## config.mk

```make
export PLATFORM = sky130hd
export DESIGN_NAME = rtc_fecha_writer_flat
export DESIGN_NICKNAME = d
export VERILOG_FILES = /design/src/rtl/rtc_fecha_writer_pkg.sv /design/src/rtl/rtc_fecha_writer_if.sv /design/src/rtl/rtc_fecha_writer_bin2bcd8.sv /design/src/rtl/rtc_fecha_writer.sv /design/src/flat_wrapper.sv
export SDC_FILE = /design/constraint.sdc
export NUM_CORES = 1
export LEC_CHECK = 0
export BUFFER_PORTS_ARGS = -buffer_cell sky130_fd_sc_hd__buf_4
export CAP_MARGIN = 20
export CORE_ASPECT_RATIO = 1.5
export CORE_MARGIN = 2
export CORE_UTILIZATION = 55
export CTS_CLUSTER_SIZE = 12
export DETAILED_ROUTE_END_ITERATION = 7
export GPL_TIMING_DRIVEN = 0
export PLACE_DENSITY = 0.72
export SYNTH_ARGS = -nofsm -noshare
export SYNTH_HDL_FRONTEND = slang
export SYNTH_SLANG_ARGS = --single-unit
```

## constraint.sdc

```tcl
create_clock -name clk -period 15.8 [get_ports clk]
set_input_delay 3.16 -clock clk [delete_from_list [all_inputs] [get_ports clk]]
set_output_delay 3.16 -clock clk [all_outputs]
set_load 0.005 [all_outputs]
```

## src/rtl/rtc_fecha_writer_pkg.sv

```systemverilog
`default_nettype none
// +----------------------------------------------------------------------+
// | rtc_pkg : shared states, write indices, month lengths, RTC addresses  |
// | Rev 1.0                                                              |
// +----------------------------------------------------------------------+
package rtc_pkg;

  typedef enum logic [2:0] {
    IDLE, CHECK, ADDR_PH, GAP_A, DATA_PH, GAP_D, FIN
  } state_t;

  typedef enum logic [1:0] {W_DIA, W_MES, W_YEAR, W_CMD} widx_t;

  localparam logic [7:0] MES_MAX       = 8'd12;
  localparam logic [7:0] YEAR_MAX      = 8'd99;
  localparam logic [7:0] MES_FEB       = 8'd2;
  localparam logic [7:0] FEB_MAX_DIA   = 8'd29;
  localparam logic [7:0] SHORT_MAX_DIA = 8'd30;
  localparam logic [7:0] LONG_MAX_DIA  = 8'd31;
  localparam logic [7:0] SHORT_MONTHS [4] = '{8'd4, 8'd6, 8'd9, 8'd11};

  // Register map shared with the RTC read sequencer
  localparam logic [7:0] RTC_ADDR_DIA  = 8'h24;
  localparam logic [7:0] RTC_ADDR_MES  = 8'h25;
  localparam logic [7:0] RTC_ADDR_YEAR = 8'h26;

  function automatic logic [7:0] max_dia(input logic [7:0] mes);
    logic [7:0] m;
    m = LONG_MAX_DIA;
    if (mes == MES_FEB) m = FEB_MAX_DIA;
    for (int i = 0; i < 4; i++)
      if (mes == SHORT_MONTHS[i]) m = SHORT_MAX_DIA;
    return m;
  endfunction

  function automatic logic fecha_valid(input logic [7:0] dia,
                                       input logic [7:0] mes,
                                       input logic [7:0] year);
    return (mes >= 8'd1) && (mes <= MES_MAX) && (year <= YEAR_MAX) &&
           (dia >= 8'd1) && (dia <= max_dia(mes));
  endfunction

endpackage
`default_nettype wire

```

## src/rtl/rtc_fecha_writer_if.sv

```systemverilog
`default_nettype none
// +----------------------------------------------------------------------+
// | rtc_fecha_writer_if : commit handshake plus RTC multiplexed bus pins  |
// | Rev 1.0                                                              |
// +----------------------------------------------------------------------+
interface rtc_fecha_writer_if;
  logic       start;
  logic [7:0] dia_in;
  logic [7:0] mes_in;
  logic [7:0] year_in;
  logic       busy;
  logic       done;
  logic       error;
  logic       cs_n;
  logic       rd_n;
  logic       wr_n;
  logic       a_d_n;
  logic [7:0] ad_out;
  logic       ad_oe;

  modport master (
    output start, dia_in, mes_in, year_in,
    input  busy, done, error, cs_n, rd_n, wr_n, a_d_n, ad_out, ad_oe
  );

  modport slave (
    input  start, dia_in, mes_in, year_in,
    output busy, done, error, cs_n, rd_n, wr_n, a_d_n, ad_out, ad_oe
  );
endinterface
`default_nettype wire

```

## src/rtl/rtc_fecha_writer_bin2bcd8.sv

```systemverilog
`default_nettype none
// +----------------------------------------------------------------------+
// | bin2bcd8 : binary 0-99 to packed two-digit BCD, combinational         |
// | Rev 1.0                                                              |
// +----------------------------------------------------------------------+
module bin2bcd8 (
  input  logic [7:0] bin,
  output logic [7:0] bcd
);
  logic [7:0] rem;
  logic [3:0] tens;

  always_comb begin
    rem  = bin;
    tens = 4'd0;
    for (int i = 0; i < 9; i++) begin
      if (rem >= 8'd10) begin
        rem  = rem - 8'd10;
        tens = tens + 4'd1;
      end
    end
    bcd = {tens, rem[3:0]};
  end
endmodule
`default_nettype wire

```

## src/rtl/rtc_fecha_writer.sv

```systemverilog
`default_nettype none
// +----------------------------------------------------------------------+
// | rtc_fecha_writer : validate date, convert to BCD, write it to the RTC |
// | Optional RTC_TRANSFER_CMD_EN appends a transfer-command write.        |
// | Rev 1.0                                                              |
// +----------------------------------------------------------------------+
module rtc_fecha_writer
  import rtc_pkg::*;
#(
  parameter int         T_PULSE   = 4,
  parameter int         T_GAP     = 2,
  parameter logic [7:0] ADDR_DIA  = RTC_ADDR_DIA,
  parameter logic [7:0] ADDR_MES  = RTC_ADDR_MES,
  parameter logic [7:0] ADDR_YEAR = RTC_ADDR_YEAR
`ifdef RTC_TRANSFER_CMD_EN
  ,
  parameter logic [7:0] CMD_ADDR  = 8'hF1,
  parameter logic [7:0] CMD_DATA  = 8'hF1
`endif
) (
  input  logic                clk,
  input  logic                reset,
  rtc_fecha_writer_if.slave   bus
);

  localparam int MAX_PH = (T_PULSE > T_GAP) ? T_PULSE : T_GAP;
  localparam int CW     = $clog2(MAX_PH + 1);
  localparam logic [CW-1:0] PULSE_LD = CW'(T_PULSE - 1);
  localparam logic [CW-1:0] GAP_LD   = CW'(T_GAP - 1);
`ifdef RTC_TRANSFER_CMD_EN
  localparam widx_t LAST_W = W_CMD;
`else
  localparam widx_t LAST_W = W_YEAR;
`endif

  state_t        state, state_nx;
  logic [CW-1:0] cnt, cnt_nx;
  widx_t         widx, widx_nx;
  logic          error_q, error_nx;
  logic          load;
  logic [7:0]    dia_q, mes_q, year_q;
  logic [7:0]    dia_bcd, mes_bcd, year_bcd;
  logic [7:0]    addr_sel, data_sel;

  bin2bcd8 u_dia  (.bin(dia_q),  .bcd(dia_bcd));
  bin2bcd8 u_mes  (.bin(mes_q),  .bcd(mes_bcd));
  bin2bcd8 u_year (.bin(year_q), .bcd(year_bcd));

  always_ff @(posedge clk) begin
    if (reset) begin
      state   <= IDLE;
      cnt     <= '0;
      widx    <= W_DIA;
      error_q <= 1'b0;
      dia_q   <= '0;
      mes_q   <= '0;
      year_q  <= '0;
    end else begin
      state   <= state_nx;
      cnt     <= cnt_nx;
      widx    <= widx_nx;
      error_q <= error_nx;
      if (load) begin
        dia_q  <= bus.dia_in;
        mes_q  <= bus.mes_in;
        year_q <= bus.year_in;
      end
    end
  end

  // Each phase counts down from its length minus one, reloading on entry
  always_comb begin
    state_nx = state;
    cnt_nx   = cnt;
    widx_nx  = widx;
    error_nx = 1'b0;
    load     = 1'b0;
    unique case (state)
      IDLE: begin
        if (bus.start) begin
          state_nx = CHECK;
          load     = 1'b1;
        end
      end
      CHECK: begin
        if (fecha_valid(dia_q, mes_q, year_q)) begin
          state_nx = ADDR_PH;
          cnt_nx   = PULSE_LD;
          widx_nx  = W_DIA;
        end else begin
          state_nx = IDLE;
          error_nx = 1'b1;
        end
      end
      ADDR_PH: begin
        if (cnt == '0) begin
          state_nx = GAP_A;
          cnt_nx   = GAP_LD;
        end else cnt_nx = cnt - CW'(1);
      end
      GAP_A: begin
        if (cnt == '0) begin
          state_nx = DATA_PH;
          cnt_nx   = PULSE_LD;
        end else cnt_nx = cnt - CW'(1);
      end
      DATA_PH: begin
        if (cnt == '0) begin
          state_nx = GAP_D;
          cnt_nx   = GAP_LD;
        end else cnt_nx = cnt - CW'(1);
      end
      GAP_D: begin
        if (cnt == '0) begin
          if (widx == LAST_W) begin
            state_nx = FIN;
          end else begin
            state_nx = ADDR_PH;
            cnt_nx   = PULSE_LD;
            widx_nx  = widx_t'(widx + 2'd1);
          end
        end else cnt_nx = cnt - CW'(1);
      end
      FIN:     state_nx = IDLE;
      default: state_nx = IDLE;
    endcase
  end

  always_comb begin
    addr_sel = ADDR_DIA;
    data_sel = dia_bcd;
    unique case (widx)
      W_DIA:  begin addr_sel = ADDR_DIA;  data_sel = dia_bcd;  end
      W_MES:  begin addr_sel = ADDR_MES;  data_sel = mes_bcd;  end
      W_YEAR: begin addr_sel = ADDR_YEAR; data_sel = year_bcd; end
`ifdef RTC_TRANSFER_CMD_EN
      W_CMD:  begin addr_sel = CMD_ADDR;  data_sel = CMD_DATA; end
`else
      W_CMD:  begin addr_sel = ADDR_YEAR; data_sel = year_bcd; end
`endif
      default: begin addr_sel = ADDR_DIA; data_sel = dia_bcd; end
    endcase
  end

  // The address stays on the bus through GAP_A, the data through GAP_D
  assign bus.busy   = (state != IDLE) && (state != FIN);
  assign bus.done   = (state == FIN);
  assign bus.error  = error_q;
  assign bus.cs_n   = !((state == ADDR_PH) || (state == DATA_PH));
  assign bus.wr_n   = !((state == ADDR_PH) || (state == DATA_PH));
  assign bus.rd_n   = 1'b1;
  assign bus.a_d_n  = !((state == ADDR_PH) || (state == GAP_A));
  assign bus.ad_oe  = (state == ADDR_PH) || (state == GAP_A) ||
                      (state == DATA_PH) || (state == GAP_D);
  assign bus.ad_out = ((state == ADDR_PH) || (state == GAP_A)) ? addr_sel :
                      ((state == DATA_PH) || (state == GAP_D)) ? data_sel : 8'h00;

endmodule
`default_nettype wire

```

## src/flat_wrapper.sv

```systemverilog
// flat-port wrapper written by rule: the top's interface ports become plain ports
module rtc_fecha_writer_flat import rtc_pkg::*;
#(
  parameter int         T_PULSE   = 4,
  parameter int         T_GAP     = 2,
  parameter logic [7:0] ADDR_DIA  = RTC_ADDR_DIA,
  parameter logic [7:0] ADDR_MES  = RTC_ADDR_MES,
  parameter logic [7:0] ADDR_YEAR = RTC_ADDR_YEAR

)
  (clk, reset, bus_start, bus_dia_in, bus_mes_in, bus_year_in, bus_busy, bus_done, bus_error, bus_cs_n, bus_rd_n, bus_wr_n, bus_a_d_n, bus_ad_out, bus_ad_oe);
  rtc_fecha_writer_if bus_i ();
  input  logic clk;
  input  logic reset;
  input wire logic [$bits(bus_i.start)-1:0] bus_start;
  input wire logic [$bits(bus_i.dia_in)-1:0] bus_dia_in;
  input wire logic [$bits(bus_i.mes_in)-1:0] bus_mes_in;
  input wire logic [$bits(bus_i.year_in)-1:0] bus_year_in;
  output wire logic [$bits(bus_i.busy)-1:0] bus_busy;
  output wire logic [$bits(bus_i.done)-1:0] bus_done;
  output wire logic [$bits(bus_i.error)-1:0] bus_error;
  output wire logic [$bits(bus_i.cs_n)-1:0] bus_cs_n;
  output wire logic [$bits(bus_i.rd_n)-1:0] bus_rd_n;
  output wire logic [$bits(bus_i.wr_n)-1:0] bus_wr_n;
  output wire logic [$bits(bus_i.a_d_n)-1:0] bus_a_d_n;
  output wire logic [$bits(bus_i.ad_out)-1:0] bus_ad_out;
  output wire logic [$bits(bus_i.ad_oe)-1:0] bus_ad_oe;
  assign bus_i.start = bus_start;
  assign bus_i.dia_in = bus_dia_in;
  assign bus_i.mes_in = bus_mes_in;
  assign bus_i.year_in = bus_year_in;
  assign bus_busy = bus_i.busy;
  assign bus_done = bus_i.done;
  assign bus_error = bus_i.error;
  assign bus_cs_n = bus_i.cs_n;
  assign bus_rd_n = bus_i.rd_n;
  assign bus_wr_n = bus_i.wr_n;
  assign bus_a_d_n = bus_i.a_d_n;
  assign bus_ad_out = bus_i.ad_out;
  assign bus_ad_oe = bus_i.ad_oe;
  rtc_fecha_writer #(.T_PULSE(T_PULSE), .T_GAP(T_GAP), .ADDR_DIA(ADDR_DIA), .ADDR_MES(ADDR_MES), .ADDR_YEAR(ADDR_YEAR)) u_core (.clk(clk), .reset(reset), .bus(bus_i));
endmodule
```

==> summary.txt <==
Outcome
  • Outcome: complete, no violations

Logic synthesis
  • Proportion of synthesized flip-flops having asynchronous set or reset: 0%
  • Sequential-to-total area share from yosys stat: 6.80%
  • Top_reg_cell synth: sky130_fd_sc_hd__dfxtp_1
  • Largest cells by area after synthesis: sky130_fd_sc_hd__ha_1, sky130_fd_sc_hd__dfxtp_1, sky130_fd_sc_hd__nand2_1
  • EDFF count, synth: 0
  • Yosys warnings: 0
  • Post-Syn Area: approximately 9700 sq um
  • Synthesized instance count: 1414
  • Mapped Nets: 1502
  • Cell variety after synth: ~110
  • Top cell type's share of synthesized area: 7.86%
  • Flops & latches, synth: 33
  • Cell taking the most area after synthesis: sky130_fd_sc_hd__ha_1
  • Mapped Avg Cell Area: 6.87 sq um

Clocking
  • Clock tree from TritonCTS: built
  • Maximum buffer depth of the clock tree: 2
  • Insertion delay of the later-clocked pin in the worst-skew pair: 280 ps
  • Depth of the CTS H-tree: 2
  • Clock transition at the registers of the reported paths: 60 ps
  • Cts bufs inserted: 5
  • Buffer type at the clock tree root: sky130_fd_sc_hd__clkbuf_16
  • Number of clock sinks seen by CTS: 33
  • Number of hold buffers added after CTS: 0

Worst setup path
  • Data required time of the critical path: 12640 ps
  • Critical path origin: u_core.dia_q[2]
  • Count of cells along the worst register-to-register path: 13
  • CP peak stage delay: 480 ps
  • Worst setup SP type: flip-flop
  • Cell occurring most often along the worst timing path: sky130_fd_sc_hd__ha_1
  • Type of the worst setup path: reg -> out
  • Category of the worst setup path capture point: output pin
  • R2r setup slk: 12420 ps
  • Largest fanout of any net on the critical path: 11
  • Crit path arrival time: 12040 ps
  • Crit path to: bus_ad_out[2]
  • R2r endpoint: u_core.cnt[0]
  • Worst r2r src: u_core.mes_q[7]
  • Critical path's slowest cell: sky130_fd_sc_hd__or4b_1

Routing
  • Count of vias placed by the detailed router: 11100
  • Drt wl/cell: 17.4 microns
  • Count of nets left with antenna violations after detail routing: 0
  • Count of unresolved DRC violations after routing: 0
  • Detailed-routing iteration count for the pre-antenna-repair pass: 5
  • Detailed Route WL: ~29000 microns
  • Mean number of vias per cell: between 6 and 7
  • Violation count after the first detailed-route iteration: around 780

Floorplan
  • Boundary Pins: 43
  • Core area: 17300 sq um
  • Full die area: 18800 sq um
  • Initial standard-cell utilization of the core: 56.0%
  • Die extent in y: 167 microns
  • Number of core rows: 59
  • Chip Width: 113 microns

STA
  • Time the final worst path needs with I/O delays and setup: 15200 ps
  • Setup total negative slack: 0 ps
  • Setup violation total in the final timing report: 0
  • Highest clock frequency the design can meet: 0.0658 GHz
  • Max Clock Skew: 3.30 ps
  • Transition time of the tightest slew-check pin: 1090 ps
  • Worst hold slack across all endpoints: 513 ps
  • Final hold viol count: 0
  • Max-slew headroom: approximately a quarter
  • Period utilization: 96.2%
  • Count of final max-slew check failures: 0

Place
  • Total placed instance area: 10300 sq um
  • Count of buffers from port buffering: 40
  • Gp weighted congestion: slightly below 1
  • DPL Wire Length: around 23000 microns

Min path
  • Hold WC Path Type: reg -> reg
  • Hold path start: u_core.cnt[0]

Global route
  • Vias in the first global route: 10600
  • Wire length of the first global-routing pass: 48900 microns
  • Pin count of the biggest net entering global routing: 12
  • Aggregate global-route resource usage: 30.1%
  • Antenna violations before repair: 0
  • Total gr overflow: 0

Final layout
  • Ratio of cells with drive above 1 in the final layout: 13.7%
  • Finished Cell Area: 10800 sq um
  • Diodes inserted: 0
  • Area grow syn2layout: 10.9%
  • Number of nets in the layout: ~1600

Run
  • Maximum capacitance violations: 0
==> sequential cells by signal, summed over array words and instances (netlist names) <==
| signal | count |
|---|---|
| u_core.bus.error | 1 |
| u_core.state | 3 |
| u_core.year_q | 8 |
| u_core.dia_q | 8 |
| u_core.mes_q | 8 |
| u_core.cnt | 3 |
| u_core.widx | 2 |
==> cells in the final DEF, fill, tap and decap left out, drive strengths merged, types with 59 or more instances in the layout <==
cell type and n:
nand2 162, a21oi 101, nor2 100, o21ai 85
buf 73, xnor2 66, inv 63, ha 61
nor3 59
==> layout make-up <==
type,instances,area [sq um]
fillers,1658,6580
multi-input cells,1252,8750
flip-flops and latches,33,666
clock buffers,6,139
repair buffers,56,433
well taps,213,267
plain buffers,62,264
clock inverters,1,7.51
inverters,64,240
==> synth_stat cells, types with 7 or more instances <==
| library cell | number |
|---|---|
| sky130_fd_sc_hd__nand2_1 | 161 |
| sky130_fd_sc_hd__nor2_1 | 99 |
| sky130_fd_sc_hd__a21oi_1 | 98 |
| sky130_fd_sc_hd__o21ai_0 | 77 |
| sky130_fd_sc_hd__xnor2_1 | 64 |
| sky130_fd_sc_hd__inv_1 | 62 |
| sky130_fd_sc_hd__ha_1 | 61 |
| sky130_fd_sc_hd__nor3_1 | 54 |
| sky130_fd_sc_hd__nand3_1 | 51 |
| sky130_fd_sc_hd__clkbuf_1 | 49 |
| sky130_fd_sc_hd__dfxtp_1 | 33 |
| sky130_fd_sc_hd__xor2_1 | 28 |
| sky130_fd_sc_hd__mux2_2 | 25 |
| sky130_fd_sc_hd__nor2b_1 | 24 |
| sky130_fd_sc_hd__o21a_1 | 24 |
| sky130_fd_sc_hd__a31oi_1 | 23 |
| sky130_fd_sc_hd__mux2i_1 | 23 |
| sky130_fd_sc_hd__o211ai_1 | 22 |
| sky130_fd_sc_hd__and2_1 | 21 |
| sky130_fd_sc_hd__a211oi_1 | 19 |
| sky130_fd_sc_hd__a21o_1 | 19 |
| sky130_fd_sc_hd__nand4_1 | 19 |
| sky130_fd_sc_hd__nand2b_1 | 17 |
| sky130_fd_sc_hd__or2_2 | 17 |
| sky130_fd_sc_hd__o22ai_1 | 16 |
| sky130_fd_sc_hd__or3_1 | 16 |
| sky130_fd_sc_hd__o31ai_1 | 13 |
| sky130_fd_sc_hd__nor3b_1 | 12 |
| sky130_fd_sc_hd__buf_2 | 11 |
| sky130_fd_sc_hd__nor4_1 | 11 |
| sky130_fd_sc_hd__a211o_1 | 10 |
| sky130_fd_sc_hd__a31o_2 | 10 |
| sky130_fd_sc_hd__and3_1 | 10 |
| sky130_fd_sc_hd__or4_1 | 9 |
| sky130_fd_sc_hd__o211a_1 | 8 |
| sky130_fd_sc_hd__o21ai_1 | 8 |
| sky130_fd_sc_hd__o311ai_0 | 8 |
| sky130_fd_sc_hd__o31a_1 | 8 |
| sky130_fd_sc_hd__a221oi_1 | 7 |
| sky130_fd_sc_hd__nand3b_1 | 7 |
| sky130_fd_sc_hd__o2111ai_1 | 7 |
==> worst max-delay path, delay by kind of cell, from the launching register on <==
family / cells / cell delay [ps]
compound gates: 11 / 2020
simple gates: 24 / 4800
xor+xnor: 3 / 560
fa+ha+maj: 9 / 1880
flops: 1 / 410
buf+inv: 7 / 880
mux: 4 / 1170
==> layer usage <==
metal	share of wire (%)	GRT usage, %
met5	0	0
met4	2.8	9.49
met3	3.3	1.27
met2	54	60.9
met1	40	32.8
==> repair_timing <==
item	in CTS	in global routing
endpoints found under the setup margin	7	7
pin swaps	3	6
cloned	0	1
buffers inserted	6	10
gates resized for setup	10	35
==> logic make-up (layout without fill, tap and decap cells) <==
logic type               count (synthesis)  count (layout)  share of synthesized area (%)
AO/OA/AOI/OAI                          472             472                           34.5
buffers and inverters                  130             189                           5.33
other                                    1               1                         0.0386
XOR/XNOR                                95              95                           8.80
AND/OR/NAND/NOR                        570             571                           30.9
multiplexers                            51              51                           5.68
adder cells (fa/ha/maj)                 62              62                           7.96
flip-flops                              33              33                           6.80
==> how the worst min path moves through the flow <==
stage,end,slack (ps),depth (start not counted)
3_3_place_gp,u_core.cnt[0],500,1
5_1_grt,u_core.cnt[0],530,1
4_1_cts,u_core.cnt[0],510,1
3_5_place_dp,u_core.cnt[0],500,1
2_1_floorplan,u_core.cnt[0],470,1
6_report,u_core.cnt[0],510,1
==> per-stage QoR <==
| stage | cells | util, % | setup WS, ps |
|---|---|---|---|
| finish | 1687 | 62.1 | 596 |
| CTS | 1677 | 60.7 | 5.97 |
| global route | 1687 | 62.1 | -157 |
| detailed placement | 1667 | 59.3 | -843 |
| floorplan | 1414 | - | 1370 |
| global placement | 1667 | 59.3 | -770 |
Power is not shown: default switching activity piles up to over one toggle a cycle in this logic, so the estimate is an artifact.
